--- src/rtl/mux_nto1_rr_if.sv ---
// Handshake bundle for the N-channel registered mux: input channels, select
// controls and the single output stream.
interface mux_nto1_rr_if #(
    parameter int N    = 4,
    parameter int W    = 8,
    parameter int SELW = 2
);
    logic [N*W-1:0]  in_data;
    logic [N-1:0]    in_valid;
    logic [N-1:0]    in_ready;
    logic            mode;
    logic [SELW-1:0] sel;
    logic [W-1:0]    out_data;
    logic            out_valid;
    logic            out_ready;
    logic [SELW-1:0] out_sel;

    modport master (
        output in_data, in_valid, mode, sel, out_ready,
        input  in_ready, out_data, out_valid, out_sel
    );

    modport slave (
        input  in_data, in_valid, mode, sel, out_ready,
        output in_ready, out_data, out_valid, out_sel
    );
endinterface

--- src/rtl/mux_nto1_rr.sv ---
// N-channel registered merge mux with manual select or round-robin arbitration.
// One output register; loads when empty or being drained in the same cycle.
module mux_nto1_rr #(
    parameter int N    = 4,
    parameter int W    = 8,
    parameter int SELW = 2
) (
    input  logic          clk,
    input  logic          rst_n,
    mux_nto1_rr_if.slave  bus
);

    logic [W-1:0]    data_q;
    logic            valid_q;
    logic [SELW-1:0] sel_q;
    logic [SELW-1:0] ptr;

    logic            load_en;
    logic            gnt_vld;
    logic [SELW-1:0] gnt;
    logic            xfer;
    int              idx;

    assign load_en = !valid_q || bus.out_ready;

    // Round-robin scans from the highest offset down so the lowest offset from ptr wins.
    always_comb begin
        gnt_vld = 1'b0;
        gnt     = '0;
        idx     = 0;
        if (!bus.mode) begin
            for (int i = 0; i < N; i++) begin
                if (bus.sel == SELW'(i) && bus.in_valid[i]) begin
                    gnt_vld = 1'b1;
                    gnt     = SELW'(i);
                end
            end
        end else begin
            for (int k = N - 1; k >= 0; k--) begin
                idx = int'(ptr) + k;
                if (idx >= N) idx = idx - N;
                if (bus.in_valid[SELW'(idx)]) begin
                    gnt_vld = 1'b1;
                    gnt     = SELW'(idx);
                end
            end
        end
    end

    assign xfer = rst_n && gnt_vld && load_en;

    always_comb begin
        bus.in_ready = '0;
        if (xfer) bus.in_ready[gnt] = 1'b1;
    end

    always_ff @(posedge clk) begin
        if (!rst_n) begin
            data_q  <= '0;
            valid_q <= 1'b0;
            sel_q   <= '0;
            ptr     <= '0;
        end else if (xfer) begin
            data_q  <= bus.in_data[int'(gnt)*W +: W];
            sel_q   <= gnt;
            valid_q <= 1'b1;
            if (bus.mode) ptr <= (gnt == SELW'(N - 1)) ? '0 : gnt + 1'b1;
        end else if (bus.out_ready) begin
            valid_q <= 1'b0;
        end
    end

    assign bus.out_data  = data_q;
    assign bus.out_valid = valid_q;
    assign bus.out_sel   = sel_q;

endmodule
--- src/flat_wrapper.sv ---
// flat-port wrapper written by rule: the top's interface ports become plain ports
module mux_nto1_rr_flat 
#(
    parameter int N    = 4,
    parameter int W    = 8,
    parameter int SELW = 2
)
  (clk, rst_n, bus_in_data, bus_in_valid, bus_mode, bus_sel, bus_out_ready, bus_in_ready, bus_out_data, bus_out_valid, bus_out_sel);
  mux_nto1_rr_if #(.N(N), .W(W), .SELW(SELW)) bus_i ();
  input  logic clk;
  input  logic rst_n;
  input wire logic [$bits(bus_i.in_data)-1:0] bus_in_data;
  input wire logic [$bits(bus_i.in_valid)-1:0] bus_in_valid;
  input wire logic [$bits(bus_i.mode)-1:0] bus_mode;
  input wire logic [$bits(bus_i.sel)-1:0] bus_sel;
  input wire logic [$bits(bus_i.out_ready)-1:0] bus_out_ready;
  output wire logic [$bits(bus_i.in_ready)-1:0] bus_in_ready;
  output wire logic [$bits(bus_i.out_data)-1:0] bus_out_data;
  output wire logic [$bits(bus_i.out_valid)-1:0] bus_out_valid;
  output wire logic [$bits(bus_i.out_sel)-1:0] bus_out_sel;
  assign bus_i.in_data = bus_in_data;
  assign bus_i.in_valid = bus_in_valid;
  assign bus_i.mode = bus_mode;
  assign bus_i.sel = bus_sel;
  assign bus_i.out_ready = bus_out_ready;
  assign bus_in_ready = bus_i.in_ready;
  assign bus_out_data = bus_i.out_data;
  assign bus_out_valid = bus_i.out_valid;
  assign bus_out_sel = bus_i.out_sel;
  mux_nto1_rr #(.N(N), .W(W), .SELW(SELW)) u_core (.clk(clk), .rst_n(rst_n), .bus(bus_i));
endmodule
--- config.mk ---
export PLATFORM = sky130hd
export DESIGN_NAME = mux_nto1_rr_flat
export DESIGN_NICKNAME = d
export VERILOG_FILES = /design/src/rtl/mux_nto1_rr_if.sv /design/src/rtl/mux_nto1_rr.sv /design/src/flat_wrapper.sv
export SDC_FILE = /design/constraint.sdc
export NUM_CORES = 1
export LEC_CHECK = 0
export CORE_ASPECT_RATIO = 2
export CORE_MARGIN = 5
export CORE_UTILIZATION = 33
export DETAILED_ROUTE_END_ITERATION = 10
export PLACE_DENSITY_LB_ADDON = 0.25
export SETUP_SLACK_MARGIN = 0.15
export SYNTH_ARGS = -nofsm -noshare
export SYNTH_HDL_FRONTEND = slang
export SYNTH_SLANG_ARGS = --single-unit
--- constraint.sdc ---
create_clock -name clk -period 1.4 [get_ports clk]
set_input_delay 0.21 -clock clk [delete_from_list [all_inputs] [get_ports clk]]
set_output_delay 0.21 -clock clk [all_outputs]
set_load 0.005 [all_outputs]
* Word level (Yosys, flattened, before mapping)
Cells that the tools add are included.
** Word-level totals
- Register bits after elaboration :: 13
- Word-level logic and storage cells :: 82
- Input port bits :: 42
- Output and inout bits :: 15
** Cells by class
- Reductions and logical operators :: 12
- Shift operators :: 1
- Equality and inequality tests :: 4
- $lt $le $gt $ge :: 10
- $add $sub $neg :: 8
- Muxes and demuxes :: 43
** Operator list (count)
- 2-bit 2-to-1 mux :: 16
- 32-bit by 6-bit indexed part select with 8-bit output :: 1
- 1-bit 2-to-1 mux :: 21
- 2-bit by 4-bit less-than comparator with 1-bit output, second input constant :: 4
- 3-bit >= comparator, second input constant :: 3
- 1-bit binary-select mux with 2-bit select :: 4
- 2-bit by 1-bit subtractor with 2-bit output, second input constant :: 4
- 1-bit logical AND :: 7
- 2-bit by 2-bit adder with 3-bit output, second input constant :: 2
- 2-bit equality test, second input constant :: 3
- 4-bit 2-to-1 mux :: 1
- 2-bit by 1-bit adder with 3-bit output, second input constant :: 1
- 2-bit by 3-bit >= comparator with 1-bit output, second input constant :: 1
- 2-bit by 3-bit less-than comparator with 1-bit output, second input constant :: 1
- 2-bit by 1-bit adder with 2-bit output, second input constant :: 1
- 1-bit demux with 2-bit select :: 1
- 2-bit by 1-bit equality test with 1-bit output, second input constant :: 1
- 2-bit by 1-bit >= comparator with 1-bit output, second input constant :: 1
- 2-bit logical NOT :: 1
- 2-bit AND reduction :: 1
- 2-bit nonzero test :: 1
- 1-bit logical NOT :: 1
- 1-bit logical OR :: 1

* Depth between registers and ports, before layout
Gate-level depths: netlist of the first run.
- Depth in word-level cells :: 17
- Mapped depth :: 7
- Mapped depth without buffers :: 5

* Worst setup path after synthesis of the first run
No wires, ideal clock.
- Path kind :: reg-to-output
- From :: reg u_core.ptr[1]
- To :: out bus_in_ready[1]
- Path buffers :: 2
- Required time :: 1190 ps
- Slack :: -159 ps
- Arrival time :: 1349 ps
- Cell stages (with the launch flop) :: 7
- Cell sequence :: dfxtp_1 mux2i_1 nor2_1 o32a_1 buf_6 buf_6 nor3_1
** Between the ends
- Longest elaborated chain between the ends :: 17
- Elaborated cells between the ends (all ways) :: 49
- Classes of those cells :: add/sub: 7; order compare: 6; mux: 33; reduce/logical: 3
** Ends and longest elaborated chain
- from (decl) :: line mux_nto1_rr.sv:16 : logic [SELW-1:0] ptr;
- from (signal assigned) :: line mux_nto1_rr.sv:67 : if (bus.mode) ptr <= (gnt == SELW'(N - 1)) ? '0 : gnt + 1'b1;
- 2-bit by 2-bit adder with 3-bit output :: line mux_nto1_rr.sv:40 : idx = int'(ptr) + k;
- 3-bit >= comparator / 2-bit by 1-bit subtractor with 2-bit output (equally long branches) :: line mux_nto1_rr.sv:41 : if (idx >= N) idx = idx - N;
- 2-bit 2-to-1 mux :: line mux_nto1_rr.sv:41
- 2-bit 2-to-1 mux :: line mux_nto1_rr.sv:31 : if (!bus.mode) begin
- 1-bit binary-select mux with 2-bit select :: line mux_nto1_rr.sv:42 : if (bus.in_valid[SELW'(idx)]) begin
- 1-bit 2-to-1 mux (implied by the code) (2 in series) :: line mux_nto1_rr.sv:42
- 2-bit 2-to-1 mux (4 in series) :: line mux_nto1_rr.sv:42
- 2-bit 2-to-1 mux :: line mux_nto1_rr.sv:31
- 2-bit by 3-bit less-than comparator with 1-bit output (implied by the code) / 2-bit by 1-bit >= comparator with 1-bit output (equally long branches) :: line mux_nto1_rr.sv:54 : if (xfer) bus.in_ready[gnt] = 1'b1;
- 1-bit logical AND (implied by the code) :: line mux_nto1_rr.sv:54
- 1-bit 2-to-1 mux (implied by the code) :: line mux_nto1_rr.sv:54
- 1-bit demux with 2-bit select
- 4-bit 2-to-1 mux * :: line mux_nto1_rr.sv:54
- to (decl) :: line flat_wrapper.sv:17 : output wire logic [$bits(bus_i.in_ready)-1:0] bus_in_ready;
Every way passes the cells marked *; elsewhere a longest branch is shown, timed or not. The select of a mux whose other input is x is not followed.

* Worst setup path in the final report of the first run
- From :: reg u_core.ptr[1]
- To :: out bus_in_ready[2]
The elaborated chain is that of the path after synthesis.

==> impl_metrics.json, run 1 <==
{
  "min-delay-start": "u_core.bus.out_data[5]$_SDFFE_PN0P_",
  "final.setup.tns_ps": -4761,
  "synthFlopType": "dfxtp_1",
  "clk_pin_slew_worst_paths_ps": 50,
  "start_util_pct": 33.94,
  "grt_antenna_before_repair": 0,
  "final_layout_size_suffix_gt1_share_pct": 46.37,
  "path_buf_inv": 2,
  "drv_cap": 0,
  "end_kind": "output port",
  "yosysWarnings": 0,
  "ys_types": 34,
  "ant_nets": 0,
  "synthMostInstantiatedCell": "mux2i_1",
  "violations": "setup timing",
  "io_buffers": 56,
  "holdPathStages": 2,
  "slowest_stage": "dfxtp_4",
  "ctsHtreeMaxLevel": 1,
  "die_area_sq_um": 3997,
  "fin_util_pct": 72.55,
  "relSlewSlack_pct": 81.57,
  "synthTopCellsByArea": "dfxtp_1, mux2i_1, o221ai_1",
  "routedWlPerCell_microns": 17.45,
  "reg2reg_from": "u_core.ptr[1]$_SDFFE_PN0P_",
  "fin_ws_ps": -408.9,
  "cts_tree": "built",
  "required_ps": 1190,
  "cts.sinks": 13,
  "die_y_microns": 84.56,
  "r2r-end": "u_core.bus.out_data[0]$_SDFFE_PN0P_",
  "synth.cell_area_sq_um": 917.1,
  "slowest_delay_ps": 360,
  "start_kind": "flip-flop",
  "fin_area_sq_um": 1961,
  "r2r_setup_slack_ps": -330,
  "fin_crit_ps": 1809,
  "path_class": "reg2out",
  "drtIter0Drc": 16,
  "dpl_cell_area_sq_um": 1617,
  "fin_crit_sh_pct": 129.2,
  "synth_commonest_cells": "mux2i_1, dfxtp_1, o221ai_1, nand3_1, nand2_1",
  "synth.top_cell.area_share_pct": 28.38,
  "syn-num-nets": 136,
  "finalNetCount": 222,
  "hold_buffers": 0,
  "vias": 1107,
  "cts_root_buf": "clkbuf_8",
  "crit_family": "flip-flops",
  "tightest_slew_ps": 275.4,
  "numCtsBuffers": 3,
  "synth-async-reset-ratio_pct": 0,
  "die_x_microns": 47.28,
  "hold-path-endpoint": "u_core.bus.out_data[5]$_SDFFE_PN0P_",
  "slew_violations": 0,
  "cp_common_cell": "nor2_1",
  "cp_max_fo": 4,
  "antenna_cells": 0,
  "cp_cell_sequence": "mux2i_1 > nor2_1 > o32a_1 > buf_6 > nand2_2 > nor2_1 > buf_2",
  "fp-row-count": 27,
  "avgSynthCellArea_sq_um": 9.757,
  "netlist_instances": 94,
  "viasPerCell": 5.322,
  "drt_first_pass_iters": 4,
  "drcViolationCount": 0,
  "r2r_cells": 7,
  "p_total_uw": 1530,
  "rsz0062_at_grt": "yes",
  "gp_congestion": 0.8230,
  "grt.overflow.total": 0,
  "track_usage_pct": 18.20,
  "clock_latency_ps": 250,
  "synth_top_area_cell": "dfxtp_1",
  "finalSetupViolCount": 16,
  "synth-edff-count": 0,
  "power_density_nw_per_um2": 780.3,
  "ir_drop_mv": 0.5841,
  "status": "finished with violations",
  "cts.path.max_buffers": 2,
  "leakagePower_uw": 0.0008618,
  "post-dp-hpwl_microns": 2439,
  "grt_pass1_wl_microns": 5423,
  "hold_path_class": "reg2reg",
  "area_growth_pct": 113.8,
  "grt_max_degree": 14,
  "io_pins": 57,
  "grt_pass1_vias": 1254,
  "wl_microns": 3630,
  "timing.fmax_mhz": 552.8,
  "skew_ps": 0.6563,
  "ys_ff_latch": 13,
  "arrival_ps": 1600,
  "ys_seq_area_share_pct": 28.38,
  "placeableCoreArea_sq_um": 2703,
  "timing_hold_violations_final": 0
}
==> area by class of cell <==
class	instances	area [sq um]
tap	29	36.28
fill	222	742.0
multi-input combinational	75	797.0
sequential	13	265.3
timing repair buffer	85	809.5
inverter	2	7.507
clock buffer	4	45.04
==> through the flow <==
stage / setup WS, ps / instances / hold slack, ps
final: -408.9 / 208 / 500.3
after detailed placement: -1075 / 193 / 477.2
after floorplan: -80.84 / 94 / 348.4
after global placement: -1020 / 193 / 470.3
after global routing: -460.3 / 208 / 536.3
after CTS: -359.8 / 204 / 494.9
==> worst max path at each step <==
stage	start	end	slack (ps)	cells after the start
finish	u_core.ptr[1]$_SDFFE_PN0P_	bus_in_ready[2]	-410	7
CTS	u_core.ptr[1]$_SDFFE_PN0P_	bus_in_ready[3]	-360	6
floorplan	u_core.ptr[1]$_SDFFE_PN0P_	u_core.bus.out_data[0]$_SDFFE_PN0P_	-80	7
detailed placement	bus_sel[0]	bus_in_ready[3]	-1080	6
global placement	bus_sel[0]	bus_in_ready[1]	-1020	6
global route	u_core.ptr[1]$_SDFFE_PN0P_	bus_in_ready[3]	-460	6
==> worst reg2reg max path, stage by stage (launching register included) <==
cell,delay (ps)
dfxtp_4,360
mux2i_1,190
nor2_1,70
o32a_1,330
buf_6,170
clkbuf_16,170
mux2i_2,190
o221ai_2,120
==> power by group <==
group          total [uW]  internal (uW)  switching (uW)
Combinational         738            440             298
Clock                 341            201             139
Sequential            451            421            29.5
==> cell families (layout without fill, tap and decap cells) <==
logic type                after synthesis  count (layout)  synth area share, %
buffers and inverters                   7              91                7.504
muxes                                  22              22                25.92
AOI/OAI and AO/OA                      20              20                18.42
and+or+nand+nor                        31              32                18.83
xor gates and xnor gates                1               1               0.9552
DFF                                    13              13                28.38
==> cells in the final DEF (no fill, tap or decap), types with 3 or more instances in the layout <==
cell type,netlist,layout
buf_6,3,6
mux2i_2,0,6
buf_4,0,19
dlygate4sd2_1,0,12
buf_2,0,9
clkbuf_8,0,3
dfxtp_1,13,11
clkdlybuf4s50_1,0,34
mux2i_4,0,3
o221ai_2,0,8
nand2_1,6,4
nand3_1,7,7
nand2_2,2,3
mux2i_1,20,11
==> layer usage <==
metal	share of wire (%)	track usage [%]
met5	0	0
met4	4.7	9.824
met3	6.6	3.433
met2	57	32.76
met1	32	17.52
==> flip-flops by register name (all words and copies together), names as in the netlist <==
name	flops
u_core.bus.out_sel	2
u_core.bus.out_data	8
u_core.bus.out_valid	1
u_core.ptr	2
==> repair_timing <==
action,in CTS,in global routing
cloned,1,3
endpoints found under the setup margin,28,16
setup buffers,6,1
gates resized for setup,75,23
pin swaps,8,11
hold endpoints to repair,0,0
Power figures use the tool's default switching activity.
==> run 2: changes to the inputs <==
--- a/config.mk
+++ b/config.mk
@@ -5,9 +5,8 @@
 export SDC_FILE = /design/constraint.sdc
 export NUM_CORES = 1
 export LEC_CHECK = 0
-export CORE_ASPECT_RATIO = 2
 export CORE_MARGIN = 5
-export CORE_UTILIZATION = 33
+export CORE_UTILIZATION = 39
 export DETAILED_ROUTE_END_ITERATION = 10
 export PLACE_DENSITY_LB_ADDON = 0.25
 export SETUP_SLACK_MARGIN = 0.15
==> constraint.sdc (replaced) <==
create_clock -name clk -period 2.1 [get_ports clk]
set_input_delay 0.315 -clock clk [delete_from_list [all_inputs] [get_ports clk]]
set_output_delay 0.315 -clock clk [all_outputs]
set_load 0.005 [all_outputs]
==> run 2 against run 1 <==
Compared with the run above:
- the flow now finishes without violations
- highest routed layer unchanged
- via count down 4.9%
- power shrank 46%
- die area down 14%
- hold slack got worse by 2.8 ps
- non-clock buffer count fell by 6
- design area shrank 16%
- sequential share of layout area grew 2.4 points
- clock power down 53%
- flip-flop and latch count is the same
- critical endpoint is now bus_in_ready[1]
- sequential power fell by 34%
- critical path depth unchanged
- wire length fell by 16%
==> impl_metrics.json, run 2 (synthesis results as in run 1) <==
{
  "numCtsBuffers": 3,
  "drcViolationCount": 0,
  "status": "finished, final reports clean",
  "placeableCoreArea_sq_um": 2233,
  "cts.sinks": 13,
  "die_area_sq_um": 3422,
  "reg2reg_from": "u_core.ptr[1]$_SDFFE_PN0P_",
  "fin_crit_ps": 1948,
  "end_kind": "output port",
  "antenna_cells": 0,
  "timing.fmax_mhz": 513.4,
  "p_total_uw": 831.8,
  "rsz0062_at_grt": "yes",
  "skew_ps": 0.2913,
  "slowest_stage": "mux4_2",
  "slowest_delay_ps": 510,
  "ir_drop_mv": 0.6223,
  "viasPerCell": 5.265,
  "post-dp-hpwl_microns": 2396,
  "relSlewSlack_pct": 80.01,
  "timing_hold_violations_final": 0,
  "cp_max_fo": 6,
  "cts_root_buf": "clkbuf_4",
  "grt_pass1_vias": 1090,
  "ctsHtreeMaxLevel": 1,
  "final_cell_mix": "clkdlybuf4s50_1, buf_4, mux2i_1",
  "path_buf_inv": 3,
  "seqPwrFrac_pct": 35.8,
  "crit_family": "multiplexers",
  "p_comb_share_pct": 45.0,
  "final_common_cell": "clkdlybuf4s50_1",
  "grt_pass1_wl_microns": 4912,
  "io_buffers": 56,
  "finalNetCount": 215,
  "track_usage_pct": 18.71,
  "min-delay-start": "u_core.bus.out_data[0]$_SDFFE_PN0P_",
  "io_pins": 57,
  "tightest_slew_ps": 299.8,
  "die_x_microns": 58.50,
  "final_layout_size_suffix_gt1_share_pct": 29.07,
  "required_ps": 1780,
  "grt_antenna_before_repair": 0,
  "gp_congestion": 0.8304,
  "wl_microns": 3043,
  "critPathLaunch": "bus_in_valid[2]",
  "drtIter0Drc": 9,
  "cts.path.max_buffers": 2,
  "grt.overflow.total": 0,
  "start_kind": "primary input",
  "area_growth_pct": 79.40,
  "start_util_pct": 41.06,
  "p_int_uw": 585.4,
  "drv_cap": 0,
  "arrival_ps": 1630,
  "clkPwrFrac_pct": 19.2,
  "finalSetupViolCount": 0,
  "hold_path_class": "reg2reg",
  "fp-row-count": 17,
  "path_class": "in2out",
  "clock_latency_ps": 280,
  "die_y_microns": 58.50,
  "cts_tree": "built",
  "clk_pin_slew_worst_paths_ps": 80,
  "fin_crit_sh_pct": 92.75,
  "cp_common_cell": "buf_2",
  "vias": 1053,
  "ant_nets": 0,
  "cp_cell_sequence": "buf_2 > mux4_2 > o22ai_4 > or2_1 > buf_4 > nor3_1 > buf_2",
  "fin_util_pct": 73.67,
  "p_sw_share_pct": 29.62,
  "slew_violations": 0,
  "drt_first_pass_iters": 4,
  "power_density_nw_per_um2": 505.5,
  "routedWlPerCell_microns": 15.22,
  "n_fill_cell": 175,
  "power_switching_uw": 246.3,
  "largest_reg_flops": 8,
  "leakagePower_uw": 0.0007516,
  "grt_max_degree": 20
}
[run 2: cell types whose count changed in the layout (fill, tap and decap cells not counted), sizes merged]
cell           delta
clkdlybuf4s50    +11
dlygate4sd2      -11
buf               -6
nand2             -1
[run 2: tightest hold or removal path, cell delays in order (launching register included)]
cell and delay (ps):
dfxtp_1 340, nand3_1 60, o221ai_1 60
[run 2: stage by stage]
step                hold slack, ps  worst slack [ps]  TNS (ps)  std cells  instance area, sq um
finish                       497.5             152.2         0        200                  1645
global route                 528.8             107.1         0        200                  1645
CTS                          498.5             151.7         0        199                  1633
detailed placement           476.2            -601.1     -5362        190                  1579
global placement             467.2            -523.3     -4003        190                  1579
floorplan                    453.4             422.3         0         94                 917.1
[run 2: final timing paths]
check | slack [ps] | cells past startpoint | end
max | 150 | 7 | bus_in_ready[1]
min | 500 | 2 | u_core.bus.out_data[0]$_SDFFE_PN0P_
max reg2reg | 350 | 6 | u_core.bus.out_data[5]$_SDFFE_PN0P_
min reg2reg | 500 | 2 | u_core.bus.out_data[0]$_SDFFE_PN0P_
[run 2: what timing repair did]
item | in CTS | in global routing
endpoints found under the setup margin | 14 | 9
buffers inserted | 5 | 1
pin swaps | 9 | 3
hold buffers | 0 | 0
gates resized for setup | 42 | 6
[run 2: cell type report]
| cell class | count | area [sq um] | area share, % |
|---|---|---|---|
| clock buffers | 4 | 26.28 | 1.597 |
| flip-flops and latches | 13 | 261.5 | 15.89 |
| repair buffers | 79 | 693.2 | 42.13 |
| inverters | 2 | 7.507 | 0.4563 |
| multi-input cells | 74 | 621.8 | 37.79 |
| well taps | 28 | 35.03 | 2.129 |
[run 2: power groups by stage]
stage	Clock (uW)	Sequential, uW	Combinational [uW]
after global routing	175	301	405
final	159	298	375
after floorplan	0	305	158
after detailed placement	0	302	354
after CTS	166	298	369
after global placement	0	301	346
[run 2: per-layer routing]
| metal | up-vias | share of wire [%] | global-route usage (%) |
|---|---|---|---|
| met1 | 486 | 40 | 21.09 |
| met2 | 38 | 51 | 31.26 |
| met5 | - | 0 | 0 |
| li1 | 519 | - | - |
| met3 | 10 | 5.9 | 5.482 |
| met4 | 0 | 3.3 | 10.60 |
